File: src/rtl/gtp_rxframer.sv
// gtp_rxframer: receive-side block framer for a GTP lane.
// Acquires comma lock, then parses SOF / header / payload / checksum blocks
// and forwards header and payload words to the receive FIFO one cycle later.
//
// state | meaning
// ------+-------------------------------------------------------------
// LOST  | no lock; counting consecutive clean idle commas
// IDLE  | locked; waiting for SOF between blocks
// HDR   | SOF seen; next word must be a header with bit15 set
// DATA  | forwarding payload words, remaining count in rem_cnt
// CSUM  | expecting the checksum word (never forwarded)
module gtp_rxframer #(
    parameter int          LOCKCNT  = 4,
    parameter logic [15:0] CH_COMMA = 16'h00BC,
    parameter logic [15:0] CH_SOF   = 16'h00FB
) (
    input  logic        gtp_clk,
    input  logic        rreset,
    input  logic [15:0] rx_data,
    input  logic [1:0]  rx_isk,
    input  logic        rx_err,
    output logic [15:0] gtp_dat,
    output logic        gtp_vld,
    output logic        link_up,
    output logic        frm_err,
    output logic [15:0] blk_cnt,
    output logic [15:0] err_cnt
);

    localparam int          LW      = (LOCKCNT < 2) ? 1 : $clog2(LOCKCNT + 1);
    localparam logic [LW-1:0] LOCK_LD = LW'(LOCKCNT);

    typedef enum logic [2:0] {
        ST_LOST = 3'd0,
        ST_IDLE = 3'd1,
        ST_HDR  = 3'd2,
        ST_DATA = 3'd3,
        ST_CSUM = 3'd4
    } state_t;

    state_t        state, state_nxt;
    logic [LW-1:0] lock_rem;
    logic [11:0]   rem_cnt;
    logic [15:0]   csum;
    logic [15:0]   blk_cnt_q;
    logic [15:0]   err_cnt_q;

    logic is_idle, is_sof, is_data, hdr_ok;
    logic fwd, ferr, blk_inc;

    assign is_idle = (rx_data == CH_COMMA) && (rx_isk == 2'b01) && !rx_err;
    assign is_sof  = (rx_data == CH_SOF)   && (rx_isk == 2'b01) && !rx_err;
    assign is_data = (rx_isk == 2'b00) && !rx_err;
    assign hdr_ok  = is_data && rx_data[15];

    assign blk_cnt = blk_cnt_q;
    assign err_cnt = err_cnt_q;

    // State register
    always_ff @(posedge gtp_clk) begin
        if (rreset) state <= ST_LOST;
        else        state <= state_nxt;
    end

    // Next-state decode; a coding error always drops the lane back to LOST
    always_comb begin
        state_nxt = state;
        if (rx_err) begin
            state_nxt = ST_LOST;
        end else begin
            case (state)
                ST_LOST: if (is_idle && lock_rem == LW'(1)) state_nxt = ST_IDLE;
                ST_IDLE: if (is_sof) state_nxt = ST_HDR;
                ST_HDR: begin
                    if (hdr_ok) state_nxt = (rx_data[11:0] == 12'd0) ? ST_CSUM : ST_DATA;
                    else        state_nxt = ST_IDLE;
                end
                ST_DATA: begin
                    if (!is_data)                state_nxt = ST_IDLE;
                    else if (rem_cnt == 12'd1)   state_nxt = ST_CSUM;
                end
                ST_CSUM: state_nxt = ST_IDLE;
                default: state_nxt = ST_LOST;
            endcase
        end
    end

    // Per-word actions: forward, flag a framing error, or credit a good block
    always_comb begin
        fwd     = 1'b0;
        ferr    = 1'b0;
        blk_inc = 1'b0;
        if (rx_err) begin
            ferr = 1'b1;
        end else begin
            case (state)
                ST_IDLE: ferr = !is_idle && !is_sof;
                ST_HDR: begin
                    if (hdr_ok) fwd  = 1'b1;
                    else        ferr = 1'b1;
                end
                ST_DATA: begin
                    if (is_data) fwd  = 1'b1;
                    else         ferr = 1'b1;
                end
                ST_CSUM: begin
                    if (is_data && rx_data == csum) blk_inc = 1'b1;
                    else                            ferr    = 1'b1;
                end
                default: ;
            endcase
        end
    end

    // Lock down-counter and link status; reloads on any break in the idle run
    always_ff @(posedge gtp_clk) begin
        if (rreset) begin
            lock_rem <= LOCK_LD;
            link_up  <= 1'b0;
        end else if (rx_err) begin
            lock_rem <= LOCK_LD;
            link_up  <= 1'b0;
        end else if (state == ST_LOST) begin
            if (is_idle) begin
                if (lock_rem == LW'(1)) begin
                    lock_rem <= LOCK_LD;
                    link_up  <= 1'b1;
                end else begin
                    lock_rem <= lock_rem - LW'(1);
                end
            end else begin
                lock_rem <= LOCK_LD;
            end
        end else begin
            lock_rem <= LOCK_LD;
        end
    end

    // Payload remaining count and running checksum
    always_ff @(posedge gtp_clk) begin
        if (rreset) begin
            rem_cnt <= 12'd0;
            csum    <= 16'd0;
        end else if (!rx_err && state == ST_HDR && hdr_ok) begin
            rem_cnt <= rx_data[11:0];
            csum    <= rx_data;
        end else if (!rx_err && state == ST_DATA && is_data) begin
            rem_cnt <= rem_cnt - 12'd1;
            csum    <= csum ^ rx_data;
        end
    end

    // Registered FIFO-side outputs; idle cycles carry a comma for half-word flush
    always_ff @(posedge gtp_clk) begin
        if (rreset) begin
            gtp_dat <= CH_COMMA;
            gtp_vld <= 1'b0;
            frm_err <= 1'b0;
        end else begin
            gtp_dat <= fwd ? rx_data : CH_COMMA;
            gtp_vld <= fwd;
            frm_err <= ferr;
        end
    end

    // Saturating block and error counters
    always_ff @(posedge gtp_clk) begin
        if (rreset) begin
            blk_cnt_q <= 16'd0;
            err_cnt_q <= 16'd0;
        end else begin
            if (blk_inc && blk_cnt_q != 16'hFFFF) blk_cnt_q <= blk_cnt_q + 16'd1;
            if (ferr && err_cnt_q != 16'hFFFF)    err_cnt_q <= err_cnt_q + 16'd1;
        end
    end

endmodule

File: config.mk
export PLATFORM = sky130hd
export DESIGN_NAME = gtp_rxframer
export DESIGN_NICKNAME = d
export VERILOG_FILES = /design/src/rtl/gtp_rxframer.sv
export SDC_FILE = /design/constraint.sdc
export NUM_CORES = 1
export LEC_CHECK = 0
export BUFFER_PORTS_ARGS = -buffer_cell sky130_fd_sc_hd__buf_4
export CAP_MARGIN = 15
export CORE_MARGIN = 4
export CORE_UTILIZATION = 51
export DETAILED_ROUTE_END_ITERATION = 10
export PLACE_DENSITY = 0.76
export SLEW_MARGIN = 10
export SYNTH_ARGS = -nofsm -noshare
export SYNTH_HDL_FRONTEND = slang
export SYNTH_SLANG_ARGS = --single-unit
File: constraint.sdc
create_clock -name gtp_clk -period 2.26 [get_ports gtp_clk]
set_input_delay 0.226 -clock gtp_clk [delete_from_list [all_inputs] [get_ports gtp_clk]]
set_output_delay 0.226 -clock gtp_clk [all_outputs]
set_load 0.05 [all_outputs]
* Yosys cells after proc, flatten, opt, wreduce, memory -nomap -nowiden
Index checks and enable logic that the tools add are counted.
** Word-level totals
- Flip-flop bits (word level) :: 85
- Output and inout port bits :: 51
- Input port bits :: 21
** Cells by class
- Add/subtract/negate cells :: 4
- Bitwise gates (word level) :: 4
- Reductions and logical operators :: 27
- Equality and inequality tests :: 15
- Muxes and demuxes :: 23
** Operator list (count)
- 16-bit by 1-bit adder with 16-bit output (second input constant) :: 2
- 16-bit by 8-bit equality test with 1-bit output (second input constant) :: 2
- 16-bit 2-to-1 mux :: 2
- 16-bit inequality test (second input constant) :: 2
- 12-bit 2-to-1 mux :: 2
- 3-bit 2-to-1 mux :: 6
- 16-bit equality test :: 1
- 16-bit XOR :: 1
- 1-bit logical AND :: 15
- 3-bit case mux with 5 select lines :: 1
- 12-bit by 1-bit equality test with 1-bit output (second input constant) :: 1
- 12-bit logical NOT :: 1
- 12-bit by 1-bit subtractor with 12-bit output (second input constant) :: 1
- 1-bit 2-to-1 mux :: 10
- 3-bit by 1-bit equality test with 1-bit output (second input constant) :: 2
- 3-bit by 2-bit equality test with 1-bit output (second input constant) :: 2
- 3-bit AND reduction :: 2
- 5-bit OR reduction :: 1
- 2-bit inequality test (second input constant) :: 2
- 1-bit case mux with 4 select lines :: 1
- 2-bit OR reduction :: 2
- 3-bit equality test (second input constant) :: 1
- 1-bit logical NOT :: 3
- 3-bit logical NOT :: 1
- other kinds (7) :: 9

* Logic depth before layout (Yosys ltp)
- Word-level depth :: 8
- Gate-level depth with buffers :: 10
- Gate-level depth less buffers :: 7

* Worst setup path after synthesis
No wires, ideal clock.
- Path kind :: register to register
- Start :: reg blk_cnt_q[0] (netlist: blk_cnt[0])
- End :: reg blk_cnt_q[8] (netlist: blk_cnt[8])
- Library setup time :: 123 ps
- Period minus slack after synthesis :: 2525 ps
- Stages on the path, launching flop included :: 10
- Path slack :: -265 ps
- Required time :: 2137 ps
- Data arrival time :: 2401 ps
- Cells stage by stage :: dfxtp_1 ha_1 and2_1 buf_1 a41oi_1 or3b_1 clkbuf_2 buf_6 nor4_1 mux2_1
** On the way
- Cells in the longest elaborated chain, start to end :: 2
** Ends and longest elaborated chain
- start, declared :: RTL line 45 : logic [15:0] blk_cnt_q;
- start signal, assigned :: RTL line 172 : if (blk_inc && blk_cnt_q != 16'hFFFF) blk_cnt_q <= blk_cnt_q + 16'd1;
- branches (longest 2 deep; another with 16-bit by 1-bit adder with 16-bit output)
Parallel ways; which one is timed is not known.
A chain may end at the register's enable or synchronous reset.

* Final worst setup path
- Start :: reg csum[7]
- End :: reg blk_cnt_q[5] (netlist: blk_cnt[5])
** On the way
- Cells in the longest elaborated chain, start to end :: 6
** Ends and longest elaborated chain
- start, declared :: RTL line 44 : logic [15:0] csum;
- start signal, assigned :: RTL line 146 : csum <= rx_data;
- start signal, assigned :: RTL line 149 : csum <= csum ^ rx_data;
- 16-bit equality test :: RTL line 107 : if (is_data && rx_data == csum) blk_inc = 1'b1;
- 1-bit logical AND :: RTL line 107
- 1-bit 2-to-1 mux :: RTL line 107
- 1-bit 2-to-1 mux :: RTL line 96 : case (state)
- 1-bit 2-to-1 mux :: RTL line 93 : if (rx_err) begin
- 1-bit logical AND :: RTL line 172
Every way passes these cells.

==> flow_metrics.py <==
metrics = {
    "run_status": {
        "status": "finished with violations",
        "failed_checks": "negative setup slack",
    },
    "layout": {
        "final_cells": 757,
        "seqCellArea_mm2": 0.00173,
        "multi_input_area_mm2": 0.00261,
        "antennaDiodeCount": 0,
        "area_growth_syn_to_layout_pct": 34.6,
        "final_common_cell": "buf_4",
        "n_fill_cell": 660,
        "final_util_pct": 70.7,
        "drive_gt1_share_pct": 34.7,
        "final_cell_mix": "buf_4 (133), nor2_1 (69), dfxtp_1 (69), a21oi_1 (44), nand2_1 (29)",
        "final_area_mm2": 0.00584,
        "nets": 674,
    },
    "clocking": {
        "clkLatencyLatePin_ns": 0.35,
        "cts-buffers-inserted": 9,
        "clock_path_buffers": 2,
        "clk_pin_slew_ns": 0.09,
        "postCtsHoldBufs": 0,
        "cts_tree": "built",
        "cts-htree-levels": 3,
        "cts-root-buf": "clkbuf_8",
        "cts.sinks": 85,
    },
    "route": {
        "wl_per_cell_um": 16.3,
        "top_layer": "met4",
        "wl_met3_um": 833,
        "drt-total-wl_mm": 12.3,
        "initialDrtViolationCount": 220,
        "dr.pass1.iters": 5,
        "met2_length_mm": 5.99,
        "vias": 4535,
        "wl_met1_mm": 5.11,
        "viasPerCell": 5.99,
        "drc_errors": 0,
        "ant_nets": 0,
    },
    "critical_path": {
        "slowest_stage": "or4_4",
        "path_buf_inv": 1,
        "crit_family": "simple AND/OR/NAND/NOR gates",
        "worstSetupPathDepth": 7,
        "worstPathRequired_ns": 2.55,
        "worstPathCellList": "xnor2_2 > nand4_1 > or3_4 > or3b_4 > clkbuf_16 > or4_4 > a21oi_2",
        "worst_setup_path_end_kind": "flop",
        "cp-start-kind": "flop",
        "critical_path_class": "flop to flop",
        "r2r_cells": 7,
        "arrival_ns": 2.59,
        "crit_path_max_fanout": 5,
        "cpPeakStageDelay_ns": 0.47,
    },
    "power": {
        "p_total_mw": 3.01,
        "p_per_area_mw_per_mm2": 516,
        "peakVddDrop_mv": 0.391,
        "cellLeakagePower_nw": 2.34,
    },
    "synth": {
        "synth_cell_type_count": 54,
        "synth_nets": 560,
        "syn_area_mm2": 0.00434,
        "ys_seq_elements": 85,
        "synth_ff_type": "dfxtp_1",
        "synth_edf_count": 0,
        "syn_inst": 533,
        "syn_avg_cell_area_um2": 8.14,
        "synth-async-reset-ratio_pct": 0,
        "yosysWarningCount": 0,
        "yosysSeqAreaShare_pct": 39.2,
    },
    "floorplanning": {
        "placementRows": 33,
        "fp.dieH_um": 100,
        "start_util_pct": 52.5,
        "ios": 72,
        "dieArea_mm2": 0.0100,
        "die_w_um": 100,
        "core_area_mm2": 0.00826,
    },
    "run": {
        "drv_cap": 0,
    },
    "global_route": {
        "grt_max_degree": 66,
        "antenna_found_initial": 0,
        "overflow": 0,
        "grt_pass1_vias": 4197,
        "grt_util_all_layers_pct": 23.7,
        "grt_pass1_wl_mm": 19.4,
    },
    "placement": {
        "place_area_mm2": 0.00531,
        "io_buffers": 71,
        "routabilityCongestion": 0.917,
        "place_inst": 733,
        "pre_cts_slack_ns": -0.134,
        "place_hpwl_mm": 8.33,
    },
    "sta": {
        "hold_viol": 0,
        "slew_headroom_pct": 54.2,
        "fin_skew_ns": 0.0125,
        "min_period_over_period_pct": 102,
        "fmax_mhz": 434,
        "rsz0062_at_grt": "yes",
        "worst_slew_pin_slew_ns": 0.687,
        "final.setup.worst_slack_ns": -0.0434,
        "finalMaxSlewViolations": 0,
        "setup_tns_ns": -0.151,
        "whs_ns": 0.122,
        "setup_viol": 6,
        "min_period_ns": 2.30,
    },
    "min_path": {
        "holdPathStages": 2,
        "hold_class": "input port to flop",
    },
}
==> power breakdown <==
group          internal [mW]  total (mW)  leakage (nW)  switching [mW]
registers               1.50        1.50         0.694         0.00597
logic                 0.0920       0.215          1.52           0.123
clock network          0.742        1.29         0.118           0.548
total                   2.33        3.01          2.34           0.677
==> routing by layer <==
layer  vias up  track usage [%]
met1      2169             29.4
met2       178             39.7
met3        42             4.45
met5         -                0
li1       2146                -
met4         0             10.9
==> repair_timing <==
action	in CTS	in global routing
setup endpoints to repair	9	22
gates cloned	1	2
pin swaps	13	20
buffers inserted	2	3
endpoints found under the hold margin	0	0
gates resized for setup	13	41
==> kinds of logic after synthesis <==
group	Yosys count	share of synthesized area, %
fa+ha+maj	6	1.73
mux	18	4.62
xor+xnor	18	3.98
compound gates	132	18.2
simple gates	224	27.0
buf+inv	50	5.22
flops	85	39.2
==> cells in the mapped netlist (all sizes together), types with 3 or more instances <==
master	count	share of area [%]
nand3	20	2.3
a31oi	16	2.3
nand2b	8	1.2
nor2	69	6.0
clkbuf	23	2.0
o22ai	3	0.43
nor3	10	1.2
buf	13	2.0
and2	13	1.9
and4	3	0.61
or4	10	1.7
and3	6	0.87
nor4	9	1.4
mux2	16	4.2
inv	14	1.2
or3	6	0.98
a21oi	49	5.7
ha	6	1.7
nand4	13	1.9
xor2	6	1.2
a211oi	10	1.7
nand2	30	2.6
o311ai	3	0.61
a22oi	3	0.52
nor2b	16	2.3
xnor2	12	2.8
o31ai	8	1.4
dfxtp	85	39
o21ai	29	3.3
==> final timing paths <==
path	from	endpoint	slack, ns
min reg2reg	lock_rem[0]	lock_rem[0]	0.45
max reg2reg	csum[7]	blk_cnt[5]	-0.04
max	csum[7]	blk_cnt[5]	-0.04
min	rx_data[15]	gtp_dat[15]	0.12
==> final cells by class <==
cell class                      count  share of cell area, %
Multi-Input combinational cell    398                   44.7
Sequential cell                    85                   29.6
Timing Repair Buffer              139                   18.5
Clock buffer                       11                   2.25
Tap cell                          105                   2.25
Clock inverter                      5                   1.84
Inverter                           14                  0.900
==> sequential cells by signal, indices dropped and copies added (netlist names) <==
name / flops
blk_cnt: 16
csum: 16
err_cnt: 16
gtp_dat: 16
rem_cnt: 12
lock_rem: 3
state: 3
frm_err: 1
gtp_vld: 1
link_up: 1
(Power assumes the default switching activity.)
